`config.mk`:
```
export PLATFORM = sky130hd
export DESIGN_NAME = spi_adc_cmd_master
export DESIGN_NICKNAME = d
export VERILOG_FILES = /design/src/rtl/spi_cmd_pkg.sv /design/src/rtl/spi_cmd_fifo.sv /design/src/rtl/spi_adc_cmd_master.sv
export SDC_FILE = /design/constraint.sdc
export NUM_CORES = 1
export LEC_CHECK = 0
export BUFFER_PORTS_ARGS = -buffer_cell sky130_fd_sc_hd__buf_2
export CAP_MARGIN = 25
export CELL_PAD_IN_SITES_DETAIL_PLACEMENT = 1
export CELL_PAD_IN_SITES_GLOBAL_PLACEMENT = 2
export CORE_MARGIN = 1.5
export CORE_UTILIZATION = 40
export CTS_BUF_LIST = sky130_fd_sc_hd__clkbuf_4
export CTS_CLUSTER_DIAMETER = 150
export DETAILED_ROUTE_END_ITERATION = 10
export PLACE_DENSITY = 0.74
export SLEW_MARGIN = 0
export SYNTH_ARGS = -nofsm -noshare
export SYNTH_HDL_FRONTEND = slang
export SYNTH_HIERARCHICAL = 1
export SYNTH_SLANG_ARGS = --single-unit
```
`constraint.sdc`:
```
create_clock -name clk -period 3.84 [get_ports clk]
set_clock_uncertainty 0.2 [all_clocks]
set_input_delay 0.384 -clock clk [delete_from_list [all_inputs] [get_ports clk]]
set_output_delay 0.384 -clock clk [all_outputs]
set_load 0.02 [all_outputs]
```
`src/rtl/spi_cmd_pkg.sv`:
```
// Shared types for the SPI ADC command master: frame geometry, FSM states
// and the layout of one buffered command.
package spi_cmd_pkg;

   localparam int FRAME_BITS = 20;
   localparam int ENTRY_BITS = 21;

   typedef enum logic [2:0] {
      IDLE,
      SETUP,
      SHIFT,
      HOLD,
      GAP
   } state_t;

   typedef struct packed {
      logic        sel;
      logic [3:0]  addr;
      logic [15:0] data;
   } cmd_entry_t;

endpackage

```
`src/rtl/spi_cmd_fifo.sv`:
```
// Show-ahead synchronous command FIFO; a push while full is accepted only
// when a pop frees the slot in the same cycle.
module spi_cmd_fifo
   import spi_cmd_pkg::*;
#(
   parameter int DEPTH = 4
) (
   input  logic       clk,
   input  logic       rst_n,
   input  logic       push,
   input  logic       pop,
   input  cmd_entry_t din,
   output cmd_entry_t dout,
   output logic       full,
   output logic       empty
);

   localparam int AW = $clog2(DEPTH);
   localparam logic [AW:0] PTR_ONE = {{AW{1'b0}}, 1'b1};

   logic [AW:0] wr_q, wr_d;
   logic [AW:0] rd_q, rd_d;
   cmd_entry_t  mem_q [DEPTH];
   logic        do_push;
   logic        do_pop;

   assign empty   = (wr_q == rd_q);
   assign full    = (wr_q[AW] != rd_q[AW]) && (wr_q[AW-1:0] == rd_q[AW-1:0]);
   assign do_pop  = pop & ~empty;
   assign do_push = push & (~full | do_pop);
   assign dout    = mem_q[rd_q[AW-1:0]];

   always_comb begin
      wr_d = wr_q;
      rd_d = rd_q;
      if (do_push) wr_d = wr_q + PTR_ONE;
      if (do_pop)  rd_d = rd_q + PTR_ONE;
   end

   always_ff @(posedge clk or negedge rst_n) begin
      if (!rst_n) begin
         wr_q <= '0;
         rd_q <= '0;
      end else begin
         wr_q <= wr_d;
         rd_q <= rd_d;
      end
   end

   // Storage carries no reset; the pointers alone define what is valid.
   always_ff @(posedge clk) begin
      if (do_push) mem_q[wr_q[AW-1:0]] <= din;
   end

endmodule

```
`src/rtl/spi_adc_cmd_master.sv`:
```
// Buffers edge-triggered ADC configuration commands and serialises each as a
// 20-bit SPI mode-0 frame (MSB first) to one of two chip selects.
module spi_adc_cmd_master
   import spi_cmd_pkg::*;
#(
   parameter int CLK_DIV    = 4,
   parameter int FIFO_DEPTH = 4
) (
   input  logic        clk,
   input  logic        rst_n,
   input  logic        cmd_valid,
   input  logic        cmd_sel,
   input  logic [3:0]  cmd_addr,
   input  logic [15:0] cmd_data,
   input  logic        ovf_clr,
   output logic        busy,
   output logic        fifo_full,
   output logic        overflow,
   output logic        done,
   output logic        sclk,
   output logic        mosi,
   output logic [1:0]  cs_n
);

   localparam logic [7:0] DIV_LAST = 8'(CLK_DIV - 1);
   localparam logic [4:0] BIT_LAST = 5'(FRAME_BITS - 1);

   logic        cmd_valid_q;
   logic        push;
   logic        pop;
   logic        fifo_empty;
   cmd_entry_t  fifo_din;
   cmd_entry_t  fifo_dout;

   logic        ovf_q, ovf_d;
   state_t      state_q, state_d;
   logic [7:0]  div_q, div_d;
   logic [4:0]  bit_q, bit_d;
   logic        ph_q, ph_d;
   logic        sel_q, sel_d;
   logic [FRAME_BITS-2:0] shift_q, shift_d;
   logic [1:0]  cs_n_q, cs_n_d;
   logic        sclk_q, sclk_d;
   logic        mosi_q, mosi_d;
   logic        done_q, done_d;
   logic        div_end;

   assign push          = cmd_valid & ~cmd_valid_q;
   assign fifo_din.sel  = cmd_sel;
   assign fifo_din.addr = cmd_addr;
   assign fifo_din.data = cmd_data;

   spi_cmd_fifo #(
      .DEPTH (FIFO_DEPTH)
   ) u_fifo (
      .clk   (clk),
      .rst_n (rst_n),
      .push  (push),
      .pop   (pop),
      .din   (fifo_din),
      .dout  (fifo_dout),
      .full  (fifo_full),
      .empty (fifo_empty)
   );

   // A clear loses to a drop in the same cycle so no drop goes unreported.
   always_comb begin
      ovf_d = ovf_q;
      if (push && fifo_full && !pop) ovf_d = 1'b1;
      else if (ovf_clr)              ovf_d = 1'b0;
   end

   assign div_end = (div_q == DIV_LAST);

   always_comb begin
      state_d = state_q;
      div_d   = div_q;
      bit_d   = bit_q;
      ph_d    = ph_q;
      sel_d   = sel_q;
      shift_d = shift_q;
      cs_n_d  = cs_n_q;
      sclk_d  = sclk_q;
      mosi_d  = mosi_q;
      done_d  = 1'b0;
      pop     = 1'b0;
      case (state_q)
         IDLE: begin
            if (!fifo_empty) begin
               pop     = 1'b1;
               sel_d   = fifo_dout.sel;
               shift_d = {fifo_dout.addr[2:0], fifo_dout.data};
               mosi_d  = fifo_dout.addr[3];
               cs_n_d  = fifo_dout.sel ? 2'b01 : 2'b10;
               sclk_d  = 1'b0;
               div_d   = '0;
               bit_d   = '0;
               ph_d    = 1'b0;
               state_d = SETUP;
            end
         end
         SETUP: begin
            if (div_end) begin
               div_d   = '0;
               state_d = SHIFT;
            end else begin
               div_d = div_q + 8'd1;
            end
         end
         SHIFT: begin
            if (!div_end) begin
               div_d = div_q + 8'd1;
            end else begin
               div_d = '0;
               if (!ph_q) begin
                  ph_d   = 1'b1;
                  sclk_d = 1'b1;
               end else begin
                  // Falling edge: present the next bit, or finish after bit 19.
                  ph_d   = 1'b0;
                  sclk_d = 1'b0;
                  if (bit_q == BIT_LAST) begin
                     state_d = HOLD;
                  end else begin
                     mosi_d  = shift_q[FRAME_BITS-2];
                     shift_d = {shift_q[FRAME_BITS-3:0], 1'b0};
                     bit_d   = bit_q + 5'd1;
                  end
               end
            end
         end
         HOLD: begin
            if (div_end) begin
               div_d   = '0;
               cs_n_d  = 2'b11;
               mosi_d  = 1'b0;
               done_d  = 1'b1;
               state_d = GAP;
            end else begin
               div_d = div_q + 8'd1;
            end
         end
         GAP: begin
            if (div_end) begin
               div_d   = '0;
               state_d = IDLE;
            end else begin
               div_d = div_q + 8'd1;
            end
         end
         default: state_d = IDLE;
      endcase
   end

   always_ff @(posedge clk or negedge rst_n) begin
      if (!rst_n) begin
         cmd_valid_q <= 1'b0;
         ovf_q       <= 1'b0;
         state_q     <= IDLE;
         div_q       <= '0;
         bit_q       <= '0;
         ph_q        <= 1'b0;
         sel_q       <= 1'b0;
         cs_n_q      <= 2'b11;
         sclk_q      <= 1'b0;
         mosi_q      <= 1'b0;
         done_q      <= 1'b0;
      end else begin
         cmd_valid_q <= cmd_valid;
         ovf_q       <= ovf_d;
         state_q     <= state_d;
         div_q       <= div_d;
         bit_q       <= bit_d;
         ph_q        <= ph_d;
         sel_q       <= sel_d;
         cs_n_q      <= cs_n_d;
         sclk_q      <= sclk_d;
         mosi_q      <= mosi_d;
         done_q      <= done_d;
      end
   end

   always_ff @(posedge clk) begin
      shift_q <= shift_d;
   end

   assign busy     = ~fifo_empty | (state_q != IDLE);
   assign overflow = ovf_q;
   assign done     = done_q;
   assign sclk     = sclk_q;
   assign mosi     = mosi_q;
   assign cs_n     = cs_n_q;

endmodule

```
# Word level (Yosys, flattened, before mapping)
# Memories as Yosys holds them, arrays and structs flattened.
# Index checks and enable logic that the tools add are counted.
dict set report totals {
  ff_bits 48
  latchBits 0
  mem_bits_rw 84
  rom_bits 0
  inputBits 25
  out_inout_bits 8
  word_cells 103
  memories 1
}
# name depth width rd rd_clocked_by_memory_dff write_ports line_no
set mem_list {}
lappend mem_list {u_fifo.mem_q 4 21 1 0 1 spi_cmd_fifo.sv:23} ;# cmd_entry_t mem_q [DEPTH];
dict set report op_classes {
  n_addsub 4
  n_mul 0
  n_div 0
  order_cmp 0
  n_eq_ne 17
  shifts 0
  muxes 43
  bitwise_logic 8
  reduce_logical 18
}
# operator count
set ops {}
lappend ops {{$mux 19} 4}
lappend ops {{$pmux 19 s2} 1}
lappend ops {{$mux 3} 7}
lappend ops {{$mux 5} 4}
lappend ops {{$mux 1} 16}
lappend ops {{$mux 8} 2}
lappend ops {{$ne 2x2->1 const B} 8}
lappend ops {{$pmux 8 s2} 1}
lappend ops {{$pmux 3 s5} 1}
lappend ops {{$pmux 5 s2} 1}
lappend ops {{$add 8x1->8 const B} 1}
lappend ops {{$eq 8x2->1 const B} 1}
lappend ops {{$reduce_bool 2->1} 4}
lappend ops {{$reduce_and 7->1} 1}
lappend ops {{$add 3x1->3 const B} 2}
lappend ops {{$eq 3x2->1 const B} 2}
lappend ops {{$mux 2} 3}
lappend ops {{$reduce_and 3->1} 2}
lappend ops {{$reduce_and 6->1} 1}
lappend ops {{$reduce_bool 3->1} 2}
lappend ops {{$add 5x1->5 const B} 1}
lappend ops {{$eq 5x5->1 const B} 1}
lappend ops {{$reduce_and 5->1} 1}
lappend ops {{$pmux 2 s2} 1}
lappend ops {{other kinds (15)} 22}

# Logic depth before layout (Yosys ltp)
dict set report depth {
  word_depth 8
  ltp_mapped 9
  mapped_depth_nobuf 7
}

# By module
# Netlist, hierarchy kept.
# module instances cells_per_inst area_per_inst_um2 seq_area_each_um2
set modules_own_cells {}
lappend modules_own_cells {spi_cmd_fifo 1 156 3465.8 2672.6}
lappend modules_own_cells {spi_adc_cmd_master 1 207 2039.5 1148.6}

# Least setup slack after synthesis
# No wires, ideal clock.
dict set report synth_path {
  kind {reg2reg}
  start {register u_fifo.rd_q[0]}
  end {register shift_q[0], enable pin}
  setup_time_ns 0.405
  t_arrival_ns 2.523
  t_required_ns 3.235
  setup_slack_ns 0.712
  path_stages_with_launch 8
  path_buffers 1
  synth_period_minus_slack_ns 3.128
  cell_sequence {dfrtp_1 > buf_2 > xor2_1 > nor3_1 > nand2b_1 > inv_2 > a31oi_1 > a21oi_1}
}
dict set report synth_between {
  elab_chain_cells 3
}
# element line_no
set synth_lines {}
lappend synth_lines {{start, declared} spi_cmd_fifo.sv:22} ;# logic [AW:0] rd_q, rd_d;
lappend synth_lines {{start signal, assigned} spi_cmd_fifo.sv:46} ;# rd_q <= rd_d;
lappend synth_lines {{$eq 3x3->1} spi_cmd_fifo.sv:27} ;# assign empty = (wr_q == rd_q);
lappend synth_lines {{net fifo_empty} spi_adc_cmd_master.sv:31} ;# logic fifo_empty;
lappend synth_lines {{$ne 2x2->1 (no line)} n/a}
lappend synth_lines {{$reduce_and 5->1 (no line)} n/a}
lappend synth_lines {{end signal, assigned} spi_adc_cmd_master.sv:184} ;# shift_q <= shift_d;
lappend synth_lines {{end, declared} spi_adc_cmd_master.sv:41} ;# logic [FRAME_BITS-2:0] shift_q, shift_d;
# The timed path passes the listed nets, and every way through them passes these cells.
# A chain may end at the register's enable or synchronous reset.

# Worst setup path after layout
dict set report layout_path {
  start {register u_fifo.wr_q[2]}
  end {memory u_fifo/mem_q[3][3] (netlist name), enable pin}
}
dict set report layout_between {
  elab_chain_cells 8
  elab_cells_between_ends 12
  cone_classes {2 x eq/ne; 4 x mux; 5 x bitwise; 1 x reduce/logical}
}
# element line_no
set layout_lines {}
lappend layout_lines {{start, declared} spi_cmd_fifo.sv:21} ;# logic [AW:0] wr_q, wr_d;
lappend layout_lines {{start signal, assigned} spi_cmd_fifo.sv:45} ;# wr_q <= wr_d;
lappend layout_lines {{$eq 3x3->1} spi_cmd_fifo.sv:27}
lappend layout_lines {{net fifo_empty} spi_adc_cmd_master.sv:31}
lappend layout_lines {{$mux 1} spi_adc_cmd_master.sv:89} ;# if (!fifo_empty) begin
lappend layout_lines {{$mux 1} spi_adc_cmd_master.sv:87} ;# case (state_q)
lappend layout_lines {{net pop} spi_adc_cmd_master.sv:30} ;# logic pop;
lappend layout_lines {{$and 1x1->1} spi_cmd_fifo.sv:29} ;# assign do_pop = pop & ~empty;
lappend layout_lines {{$or 1x1->1} spi_cmd_fifo.sv:30} ;# assign do_push = push & (~full | do_pop);
lappend layout_lines {{$and 1x1->1} spi_cmd_fifo.sv:30}
lappend layout_lines {{$mux 1} spi_cmd_fifo.sv:52} ;# if (do_push) mem_q[wr_q[AW-1:0]] <= din;
lappend layout_lines {{$mux 1 (implied by the code)} spi_cmd_fifo.sv:52}
lappend layout_lines {{end, declared} spi_cmd_fifo.sv:23}
# The timed path passes the listed nets, and every way through them passes these cells.

==> report_table.html <==
<table>
<tr><th>Metric</th><th>Value</th></tr>
<tr><th colspan="2">STA</th></tr>
<tr><td>Setup-violating endpoint count in the final report</td><td>0</td></tr>
<tr><td>Slew at the pin closest to its max-slew limit</td><td>984 ps</td></tr>
<tr><td>Worst path setup slack after routing</td><td>649 ps</td></tr>
<tr><td>Minimum period implied by the final worst setup slack</td><td>3190 ps</td></tr>
<tr><td>Achievable clock frequency</td><td>~310 MHz</td></tr>
<tr><td>Total negative slack</td><td>0 ps</td></tr>
<tr><td>RSZ-0062 raised after global routing</td><td>no</td></tr>
<tr><td>Period utilization</td><td>0.831</td></tr>
<tr><td>WHS</td><td>214 ps</td></tr>
<tr><td>Number of max-slew violations in the final report</td><td>0</td></tr>
<tr><td>Rel. slew slack</td><td>0.343</td></tr>
<tr><td>Hold Fails Final Rpt</td><td>0</td></tr>
<tr><th colspan="2">Cells and area</th></tr>
<tr><td>Final design instance area without fill</td><td>6420 um2</td></tr>
<tr><td>Net total in the final layout</td><td>462</td></tr>
<tr><td>Layout overhead on the synthesized area</td><td>16.5%</td></tr>
<tr><td>Diode insertion count for antenna repair</td><td>0</td></tr>
<tr><td>Share of cells above drive strength 1</td><td>0.242</td></tr>
<tr><th colspan="2">Worst setup path</th></tr>
<tr><td>Startpoint types</td><td>flop</td></tr>
<tr><td>Kind of end point of the critical path</td><td>flop</td></tr>
<tr><td>Critical Path Slowest Stage Cell</td><td>sky130_fd_sc_hd__inv_1</td></tr>
<tr><td>Crit Path Category</td><td>flop to flop</td></tr>
<tr><td>Critical path, cell by cell</td><td>xor2_1 &gt; nor3_1 &gt; buf_4 &gt; nand2b_1 &gt; inv_2 &gt; o41ai_1 &gt; inv_1</td></tr>
<tr><td>Max incr delay on CP</td><td>570 ps</td></tr>
<tr><td>Data required time of the worst path</td><td>between 3000 and 4000 ps</td></tr>
<tr><td>Data arrival time of the critical path</td><td>3110 ps</td></tr>
<tr><td>Worst-path maximum fanout</td><td>21</td></tr>
<tr><th colspan="2">Route</th></tr>
<tr><td>Vias/cell</td><td>around 5.2</td></tr>
<tr><td>Total via count after detailed routing</td><td>3206</td></tr>
<tr><td>DRC viols</td><td>0</td></tr>
<tr><td>First DRT Iteration DRCs</td><td>205</td></tr>
<tr><td>Routed wire length per instance</td><td>17.7 um</td></tr>
<tr><td>Post-detailed-routing wire length</td><td>11.0 mm</td></tr>
<tr><td>Initial DRT Pass Iterations</td><td>4</td></tr>
<tr><td>Detail Route Antenna Nets</td><td>0</td></tr>
<tr><th colspan="2">Yosys</th></tr>
<tr><td>Syn Nets</td><td>395</td></tr>
<tr><td>Most used DFF post-synth</td><td>sky130_fd_sc_hd__edfxtp_1</td></tr>
<tr><td>Syn Std Cell Area</td><td>5510 um2</td></tr>
<tr><td>Syn Area/Cell</td><td>~15 um2</td></tr>
<tr><td>#FFs+latches synth</td><td>approximately 130</td></tr>
<tr><td>Yosys Warn Count</td><td>6</td></tr>
<tr><td>Count of mapped cells out of synthesis</td><td>between 300 and 400</td></tr>
<tr><td>Async set or reset register ratio after synthesis</td><td>0.220</td></tr>
<tr><td>Sequential share of the synthesized area</td><td>0.694</td></tr>
<tr><td>Number of flops mapped to enable cells by yosys</td><td>103</td></tr>
<tr><td>Synth unique cells</td><td>53</td></tr>
<tr><th colspan="2">Pwr</th></tr>
<tr><td>Internal power</td><td>2.79 mW</td></tr>
<tr><td>Comb pwr share</td><td>0.332</td></tr>
<tr><td>Flop pwr share</td><td>0.470</td></tr>
<tr><td>P_sw</td><td>1.62 mW</td></tr>
<tr><td>Power per standard cell area</td><td>688 nW/um2</td></tr>
<tr><td>Worst IR Drop VDD</td><td>around 370 uV</td></tr>
<tr><td>Sw Share</td><td>0.368</td></tr>
<tr><td>Clock Power Share</td><td>0.197</td></tr>
<tr><td>Pleak</td><td>2.40 nW</td></tr>
<tr><th colspan="2">Clock network</th></tr>
<tr><td>Clock insertion delay at the later pin of the skew report</td><td>between 500 and 600 ps</td></tr>
<tr><td>Clk Tree Root Cell</td><td>sky130_fd_sc_hd__clkbuf_4</td></tr>
<tr><td>Number of buffers between clock root and the deepest sink</td><td>2</td></tr>
<tr><td>Clock-pin slew on the worst setup and hold paths</td><td>~130 ps</td></tr>
<tr><td>CTS tree</td><td>yes</td></tr>
<tr><td>Quantity of gates resized following cts</td><td>0</td></tr>
<tr><td>Clock buffer count from CTS</td><td>17</td></tr>
<tr><td>CTS Sinks</td><td>roughly 130</td></tr>
<tr><td>Number of setup buffers added after CTS</td><td>0</td></tr>
<tr><td>Clock H-tree levels</td><td>4</td></tr>
<tr><th colspan="2">GRT</th></tr>
<tr><td>GRT overflow</td><td>0</td></tr>
<tr><td>Largest net degree at the start of global routing</td><td>30</td></tr>
<tr><td>GRT Util Overall</td><td>0.162</td></tr>
<tr><td>Global-route wire length before repair</td><td>17.5 mm</td></tr>
<tr><td>Via count of the first global-routing pass</td><td>between 3000 and 4000</td></tr>
<tr><td>Initial antenna violation count</td><td>0</td></tr>
<tr><th colspan="2">Die</th></tr>
<tr><td>Total Die Area</td><td>14500 um2</td></tr>
<tr><td>Number of core rows</td><td>between 40 and 50</td></tr>
<tr><td>Number of top-level pins</td><td>33</td></tr>
<tr><td>Die extent in y</td><td>approximately 120 um</td></tr>
<tr><td>Initial core utilization</td><td>0.412</td></tr>
<tr><td>Die outline width</td><td>120 um</td></tr>
<tr><td>Placeable Area</td><td>13300 um2</td></tr>
<tr><th colspan="2">Placement</th></tr>
<tr><td>Weighted congestion at the end of routability-driven global placement</td><td>0.781</td></tr>
<tr><td>Dpl cell area</td><td>5880 um2</td></tr>
<tr><td>Setup Slack @ Placement</td><td>588 ps</td></tr>
<tr><td>Port Buffer Count</td><td>32</td></tr>
<tr><td>Dpl hpwl</td><td>7.06 mm</td></tr>
<tr><th colspan="2">Job</th></tr>
<tr><td>Number of max-capacitance violations reported</td><td>0</td></tr>
<tr><th colspan="2">Outcome</th></tr>
<tr><td>Status</td><td>completed</td></tr>
<tr><th colspan="2">Min path</th></tr>
<tr><td>Classification of the worst-slack hold path</td><td>input port to asynchronous set/reset pin</td></tr>
</table>
[layer usage]
layer / track usage / part of all wire
met5: 0 / 0
met2: 0.244 / 0.46
met3: 0.0486 / 0.035
met4: 0.0529 / 0.012
met1: 0.228 / 0.49
[area by class of cell]
| cell class | count | area (um2) |
|---|---|---|
| tap | 176 | 220 |
| timing repair buffer | 66 | 498 |
| multi-input combinational | 203 | 1570 |
| clock buffer | 17 | 128 |
| clock inverter | 15 | 143 |
| fill | 1377 | 6930 |
| sequential | 132 | 3820 |
| inverter | 10 | 37.5 |
[worst max-delay path, delay by kind of cell, from the launching register on]
family                    cells  cell delay [ps]
buffers and inverters         3              880
AOI/OAI and AO/OA             1              530
and+or+nand+nor               2              470
DFF                           1              460
xor gates and xnor gates      1              230
[cell usage in the layout, fill, tap and decap left out, types with 4 or more instances in the layout]
master / Yosys / final
sky130_fd_sc_hd__clkbuf_4: 0 / 17
sky130_fd_sc_hd__edfxtp_1: 103 / 103
sky130_fd_sc_hd__mux4_2: 21 / 21
sky130_fd_sc_hd__buf_4: 0 / 7
sky130_fd_sc_hd__dlygate4sd3_1: 0 / 24
sky130_fd_sc_hd__nor2_1: 11 / 11
sky130_fd_sc_hd__nand3_1: 6 / 6
sky130_fd_sc_hd__inv_1: 9 / 9
sky130_fd_sc_hd__xor2_1: 4 / 4
sky130_fd_sc_hd__and3_1: 6 / 6
sky130_fd_sc_hd__nor3_1: 6 / 6
sky130_fd_sc_hd__o21ai_0: 4 / 4
sky130_fd_sc_hd__o31ai_1: 4 / 4
sky130_fd_sc_hd__dfrtp_1: 27 / 27
sky130_fd_sc_hd__a31oi_1: 9 / 9
sky130_fd_sc_hd__buf_2: 9 / 32
sky130_fd_sc_hd__ha_1: 7 / 7
sky130_fd_sc_hd__nand2_1: 67 / 67
sky130_fd_sc_hd__inv_8: 0 / 4
sky130_fd_sc_hd__clkinvlp_4: 0 / 5
sky130_fd_sc_hd__inv_6: 0 / 4
sky130_fd_sc_hd__a21oi_1: 8 / 7
[final timing paths]
| kind | startpoint | depth (start not counted) | to | slack (ps) |
|---|---|---|---|---|
| worst max-delay path | u_fifo/wr_q[2]$_DFFE_PN0P_ | 7 | u_fifo/mem_q[3][3]$_DFFE_PP_ | 650 |
| worst min-delay path | rst_n | 2 | div_q[7]$_DFFE_PN0P_ | 210 |
| worst max register to register | u_fifo/wr_q[2]$_DFFE_PN0P_ | 7 | u_fifo/mem_q[3][3]$_DFFE_PP_ | 650 |
| worst min register to register | bit_q[0]$_DFFE_PN0P_ | 1 | bit_q[0]$_DFFE_PN0P_ | 330 |
| max in group asynchronous | rst_n | 2 | u_fifo/rd_q[2]$_DFFE_PN0P_ | 2780 |
| min in group clk | cmd_valid | 2 | cmd_valid_q$_DFF_PN0_ | 310 |
[power by group through the flow]
| stage | Combinational, mW | Sequential [mW] | Clock, mW |
|---|---|---|---|
| after floorplan | 1.05 | 2.06 | 0 |
| after global placement | 1.42 | 2.10 | 0 |
| after detailed placement | 1.45 | 2.11 | 0 |
| after CTS | 1.47 | 2.08 | 0.907 |
| after global routing | 1.63 | 2.11 | 0.963 |
| final | 1.47 | 2.08 | 0.872 |
[flip-flops by register name (all words and copies together), names as in the netlist]
register and flops:
done 1, div_q 8, u_fifo/rd_q 3, state_q 3
u_fifo/mem_q 84, cmd_valid_q 1, overflow 1, shift_q 19
mosi 1, bit_q 5, sclk 1, u_fifo/wr_q 3
cs_n 2
[Yosys cell counts (all sizes together), types with 3 or more instances]
cell type,number,share of area
o21ai,4,0.0036
inv,10,0.0068
clkbuf,8,0.0055
nor3b,3,0.0050
nor3,7,0.0073
nand2,67,0.046
dfrtp,27,0.12
xor2,4,0.0064
a31oi,9,0.010
edfxtp,103,0.56
nand3,6,0.0055
nor2,11,0.0075
mux2i,3,0.0055
xnor2,3,0.0048
o31ai,4,0.0055
a22o,3,0.0048
mux4,21,0.086
and2,3,0.0034
ha,7,0.016
buf,10,0.010
and3,6,0.0068
a21oi,8,0.0073
[timing repair]
item                       4_1_cts  5_1_grt
setup endpoints to repair        0        0
hold endpoints to repair       113        0
hold buffers                    24        0
[stage by stage]
stage | std cells | total power, mW | utilization
after floorplan | 363 | 3.12 | -
after global placement | 560 | 3.52 | 0.439
after detailed placement | 561 | 3.56 | 0.440
after CTS | 617 | 4.46 | 0.478
after global routing | 619 | 4.70 | 0.481
final | 619 | 4.42 | 0.481
[cell families (layout without fill, tap and decap cells)]
logic type	Yosys count	in the layout	share of synthesized area
muxes	26	26	0.0955
DFF	132	132	0.694
and+or+nand+nor	118	118	0.103
xor gates and xnor gates	7	7	0.0111
AOI/OAI and AO/OA	45	45	0.0580
adders and majority gates	7	7	0.0159
buffers and inverters	28	108	0.0225
Note: power is estimated with default switching activity, not from simulation.
